--- src/rtl/uart_xmtr_stim.sv ---
// UART transmitter stimulus block: a small byte FIFO feeding an async serializer
// (start, LSB-first data, optional parity, stop) clocked at OVERSAMPLE x baud.
module uart_xmtr_stim #(
    parameter int OVERSAMPLE = 16,
    parameter int DEPTH      = 4,
    parameter int PARITY     = 0,
    parameter int STOP_BITS  = 1
) (
    input  logic                     clock,
    input  logic                     reset,
    input  logic [7:0]               tx_data,
    input  logic                     tx_valid,
    output logic                     tx_ready,
    output logic                     uart_sout,
    output logic                     tx_busy,
    output logic                     tx_done,
    output logic [$clog2(DEPTH):0]   fifo_level
);

    localparam int AW         = $clog2(DEPTH);
    localparam int LW         = AW + 1;
    localparam bit HAS_PAR    = (PARITY == 1) || (PARITY == 2);
    localparam bit ODD_PAR    = (PARITY == 2);
    localparam int STOP_TICKS = STOP_BITS * OVERSAMPLE;
    localparam int TW         = $clog2(STOP_TICKS);

    localparam logic [TW-1:0] BIT_LAST  = TW'(OVERSAMPLE - 1);
    localparam logic [TW-1:0] STOP_LAST = TW'(STOP_TICKS - 1);
    localparam logic [TW-1:0] DONE_AT   = TW'(STOP_TICKS - 2);

    typedef enum logic [2:0] {
        S_IDLE,
        S_START,
        S_DATA,
        S_PARITY,
        S_STOP
    } state_t;

    // FIFO
    logic [7:0]    mem [DEPTH];
    logic [AW-1:0] wr_ptr;
    logic [AW-1:0] rd_ptr;
    logic [7:0]    head;
    logic          push;
    logic          pop;

    assign tx_ready = (fifo_level != LW'(DEPTH));
    assign push     = tx_valid && tx_ready;
    assign head     = mem[rd_ptr];

    always_ff @(posedge clock) begin
        if (push) begin
            mem[wr_ptr] <= tx_data;
        end
    end

    always_ff @(posedge clock or posedge reset) begin
        if (reset) begin
            wr_ptr     <= '0;
            rd_ptr     <= '0;
            fifo_level <= '0;
        end else begin
            if (push) begin
                wr_ptr <= wr_ptr + AW'(1);
            end
            if (pop) begin
                rd_ptr <= rd_ptr + AW'(1);
            end
            case ({push, pop})
                2'b10:   fifo_level <= fifo_level + LW'(1);
                2'b01:   fifo_level <= fifo_level - LW'(1);
                default: fifo_level <= fifo_level;
            endcase
        end
    end

    // Serializer
    state_t        state, state_n;
    logic [TW-1:0] tick, tick_n, tick_inc;
    logic [2:0]    bit_idx, bit_n;
    logic [7:0]    shift, shift_n;
    logic          par_bit, par_n;
    logic          sout_n;
    logic          done_n;
    logic          busy_n;

    always_ff @(posedge clock or posedge reset) begin
        if (reset) begin
            state     <= S_IDLE;
            tick      <= '0;
            bit_idx   <= '0;
            shift     <= '0;
            par_bit   <= 1'b0;
            uart_sout <= 1'b1;
            tx_done   <= 1'b0;
            tx_busy   <= 1'b0;
        end else begin
            state     <= state_n;
            tick      <= tick_n;
            bit_idx   <= bit_n;
            shift     <= shift_n;
            par_bit   <= par_n;
            uart_sout <= sout_n;
            tx_done   <= done_n;
            tx_busy   <= busy_n;
        end
    end

    // uart_sout is registered, so each branch loads the level of the bit that
    // the *next* state drives rather than decoding it from the current state.
    always_comb begin
        state_n  = state;
        tick_n   = tick;
        bit_n    = bit_idx;
        shift_n  = shift;
        par_n    = par_bit;
        sout_n   = uart_sout;
        done_n   = 1'b0;
        pop      = 1'b0;
        tick_inc = tick + TW'(1);

        case (state)
            S_IDLE: begin
                sout_n = 1'b1;
                if (fifo_level != '0) begin
                    pop = 1'b1;
                end
            end
            S_START: begin
                if (tick == BIT_LAST) begin
                    state_n = S_DATA;
                    tick_n  = '0;
                    bit_n   = '0;
                    sout_n  = shift[0];
                end else begin
                    tick_n = tick_inc;
                end
            end
            S_DATA: begin
                if (tick == BIT_LAST) begin
                    tick_n = '0;
                    if (bit_idx == 3'd7) begin
                        if (HAS_PAR) begin
                            state_n = S_PARITY;
                            sout_n  = par_bit;
                        end else begin
                            state_n = S_STOP;
                            sout_n  = 1'b1;
                        end
                    end else begin
                        shift_n = {1'b0, shift[7:1]};
                        bit_n   = bit_idx + 3'd1;
                        sout_n  = shift[1];
                    end
                end else begin
                    tick_n = tick_inc;
                end
            end
            S_PARITY: begin
                if (tick == BIT_LAST) begin
                    state_n = S_STOP;
                    tick_n  = '0;
                    sout_n  = 1'b1;
                end else begin
                    tick_n = tick_inc;
                end
            end
            S_STOP: begin
                if (tick == DONE_AT) begin
                    done_n = 1'b1;
                end
                if (tick == STOP_LAST) begin
                    tick_n = '0;
                    if (fifo_level != '0) begin
                        pop = 1'b1;
                    end else begin
                        state_n = S_IDLE;
                        sout_n  = 1'b1;
                    end
                end else begin
                    tick_n = tick_inc;
                end
            end
            default: begin
                state_n = S_IDLE;
                tick_n  = '0;
                sout_n  = 1'b1;
            end
        endcase

        if (pop) begin
            state_n = S_START;
            tick_n  = '0;
            shift_n = head;
            par_n   = (^head) ^ ODD_PAR;
            sout_n  = 1'b0;
        end

        busy_n = (state_n != S_IDLE);
    end

endmodule

--- config.mk ---
export PLATFORM = sky130hd
export DESIGN_NAME = uart_xmtr_stim
export DESIGN_NICKNAME = d
export VERILOG_FILES = /design/src/rtl/uart_xmtr_stim.sv
export SDC_FILE = /design/constraint.sdc
export NUM_CORES = 1
export LEC_CHECK = 0
export CAP_MARGIN = 20
export CORE_ASPECT_RATIO = 1.25
export CORE_MARGIN = 3
export CORE_UTILIZATION = 50
export CTS_BUF_LIST = sky130_fd_sc_hd__clkbuf_4 sky130_fd_sc_hd__clkbuf_8 sky130_fd_sc_hd__clkbuf_16
export DETAILED_ROUTE_END_ITERATION = 7
export GPL_TIMING_DRIVEN = 0
export PLACE_DENSITY = 0.79
export SETUP_SLACK_MARGIN = 0.02
export SLEW_MARGIN = 20
export SYNTH_ARGS = -nofsm -noshare
export SYNTH_HDL_FRONTEND = slang
export SYNTH_SLANG_ARGS = --single-unit
export TNS_END_PERCENT = 50
--- constraint.sdc ---
create_clock -name clock -period 3.03 [get_ports clock]
set_clock_uncertainty 0.1 [all_clocks]
set_input_delay 0.303 -clock clock [delete_from_list [all_inputs] [get_ports clock]]
set_output_delay 0.303 -clock clock [all_outputs]
set_load 0.05 [all_outputs]
==> impl_metrics.yaml <==
clocking:
  cts_root_buffer: "clkbuf_8"
  h-tree-depth: 3
  postCtsSetupBuffers: 0
  clock_sinks: 60
  cts_buffers: 9
  cts_hold_buf: 0
  clkTransAtPathRegs_ns: 0.07
  cts_resized: 0
  cts_buffer_depth: 2
  cts_tree: "done"
  clk_latency_ns: 0.34
synth:
  synth_edf_count: 32
  synth_warnings: 0
  yosys-top-cells-area: "edfxtp_1 36%, dfrtp_1 26%, mux4_2 6.8%, ha_1 4.3%, o221a_2 3.4%"
  yosys_most_used_dff: "edfxtp_1"
  synth_top_area_cell: "edfxtp_1"
  syn_nets: 202
  synthArstFlopShare: 0.467
  ys_ff_latch: 60
  synth_cell_type_count: 43
  syn_area_per_cell_um2: 14.6
  seq_area_frac_synth: 0.629
  syn_area_mm2: 0.00265
  synth_top_area_share: 0.363
  synthCells: 181
routing:
  dr_wl_met3_um: 170
  drt.antenna.violating_nets: 0
  wirelength_mm: 4.54
  wl_met2_mm: 2.58
  vias_per_cell: 5.55
  drc: 0
  drt-met1-wl_mm: 1.70
  top_layer: "met4"
  drt-pass1-iter-count: 5
  wl_per_cell_um: 16.4
  via_count: 1533
  drt-initial-drc-count: 85
worst_setup_path:
  worst_ep_arrival_time_ns: 2.95
  setup.worst_path.class: "reg2reg"
  cp.required_ns: 3.20
  r2r_cells: 10
  cpPeakStageDelay_ns: 0.49
  rrSetupSlack_ns: 0.25
  cp_slowest_cell: "a2111oi_4"
  crit_path_start_kind: "register"
  timing.rr.start: "tick[0]"
  cp_top_family: "adder cells"
  timing.rr.end: "fifo_level[2]"
  endpoint_kind: "register"
  cp_cell_sequence: "ha_1 -> nand3_2 -> a2111oi_4 -> buf_4 -> ha_1 -> inv_1 -> fa_1 -> xor2_1 -> nor2_1 -> xor2_1"
  worst-path-buf-inv: 2
  worstPathMaxFanout: 10
global_route:
  antenna_found_initial: 0
  grt_pass1_wl_mm: 7.80
  grt_pass1_vias: 1624
  track_usage: 0.171
  grt_max_degree: 29
  grt-ovfl-total: 0
timing:
  rsz0062_at_grt: "no"
  tightest_slew_ns: 0.579
  min_period_ns: 2.78
  setup_tns_ns: 0
  worst_slack_ns: 0.251
  finalSetupViolCount: 0
  hold_viol: 0
  slew_viol_final: 0
  fmax_mhz: 360
  finalCritPeriodShare: 0.917
  max-slew-margin-rel: 0.613
  whs_ns: 0.234
floorplan:
  num_rows: 29
  die_height_um: 87.3
  ios: 18
  start_util: 0.521
  coreArea_mm2: 0.00508
  die_area_mm2: 0.00620
  die_x_um: 71.1
min_path:
  hold_class: "in2async"
finish:
  diodes: 0
  finalInstanceArea_mm2: 0.00312
  fin_nets: 230
  drive_above_1_share: 0.196
  area_delta_synth_final_pct: 17.9
job:
  cap_violations: 0
power:
  total_power_w: 0.00306
  irDropWorstVdd_uv: 661
  p_leak_nw: 1.21
  p_per_area_mw_per_mm2: 983
placement:
  pre_cts_ws_ns: 0.229
  dp_hpwl_mm: 3.06
  place_area_mm2: 0.00289
  portBuffers: 17
  routabilityCongestion: 0.714
run_status:
  status: "finished, final reports clean"
==> report_power, final <==
group,switching [W],internal (W)
registers,0.000153,0.00111
logic,0.000528,0.000465
clock network,0.000339,0.000466
==> per-stage QoR <==
step / utilization / std cells
finish: 0.614 / 276
global route: 0.614 / 276
CTS: 0.614 / 276
detailed placement: 0.569 / 260
global placement: 0.569 / 260
floorplan: - / 181
==> cell usage in the layout (no fill, tap or decap), types with 2 or more instances in the layout <==
cell             instances
clkinvlp_4               2
xor2_1                   4
bufinv_16                2
inv_1                    9
o31ai_1                  2
nor4_1                   3
xnor2_1                  3
nand3_1                  4
and3_1                   5
nor3_1                   3
clkbuf_8                 9
buf_2                    2
clkbuf_1                 3
o221a_2                  8
dfrtp_1                 27
or3_1                    3
nand2b_1                 8
clkdlybuf4s50_1         17
nor2_1                   7
a21o_1                   2
clkinv_4                 3
edfxtp_1                32
nand2_1                 11
o21ai_0                  5
mux4_2                   8
ha_1                     9
==> worst max-delay path by stage <==
stage | start | end | slack, ns | depth (start not counted)
2_1_floorplan | fifo_level[2] | fifo_level[2] | 0.17 | 9
3_3_place_gp | tick[0] | fifo_level[2] | 0.28 | 10
3_5_place_dp | tick[0] | fifo_level[2] | 0.23 | 10
4_1_cts | tick[0] | fifo_level[2] | 0.22 | 10
5_1_grt | tick[0] | fifo_level[2] | 0.05 | 10
6_report | tick[0] | fifo_level[2] | 0.25 | 10
==> synthesized netlist by cell type, drive strengths merged (2+ instances only) <==
library cell / count
nand2: 11
nor3: 3
dfrtp: 27
clkbuf: 3
buf: 4
edfxtp: 32
mux4: 8
nor2: 7
o31ai: 2
o221a: 8
or3: 3
a21o: 2
xnor2: 3
nor4: 3
ha: 9
inv: 10
o21ai: 5
xor2: 4
nand2b: 8
nand3: 5
and3: 5
a2111oi: 2
==> area by class of cell <==
class                      instances  area (um^2)
fill                             394         1960
timing repair buffer              17          170
sequential                        60         1660
multi-input combinational        104          905
buffer                             7         40.0
clock buffer                       9          124
tap                               62         77.6
clock inverter                     7          101
inverter                          10         37.5
==> metal layers <==
metal	track usage	up-vias
met3	0.0497	9
met2	0.308	35
met4	0.0974	0
met5	0	-
met1	0.176	751
li1	-	738
==> worst register-to-register path, cell delays in order (launching register included) <==
cell       delay (ns)
dfrtp_1          0.44
ha_1             0.25
nand3_2          0.15
a2111oi_4        0.49
buf_4            0.27
ha_1             0.20
inv_1            0.06
fa_1             0.37
xor2_1           0.15
nor2_1           0.10
xor2_1           0.14
==> state kept, by name (all words and copies together) (netlist names) <==
signal	flops
bit_idx	3
tick	4
mem	32
rd_ptr	2
state	3
tx_busy	1
wr_ptr	2
fifo_level	3
tx_done	1
shift	8
uart_sout	1
==> cells by family (layout without fill, tap and decap cells) <==
family | Yosys count | count (layout) | synth area share
AO/OA/AOI/OAI | 27 | 27 | 0.0913
flip-flops | 60 | 60 | 0.629
adder cells (fa/ha/maj) | 10 | 10 | 0.0501
XOR/XNOR | 7 | 7 | 0.0232
AND/OR/NAND/NOR | 51 | 51 | 0.105
multiplexers | 9 | 9 | 0.0724
buffers and inverters | 17 | 50 | 0.0293
Power figures use the tool's default switching activity.
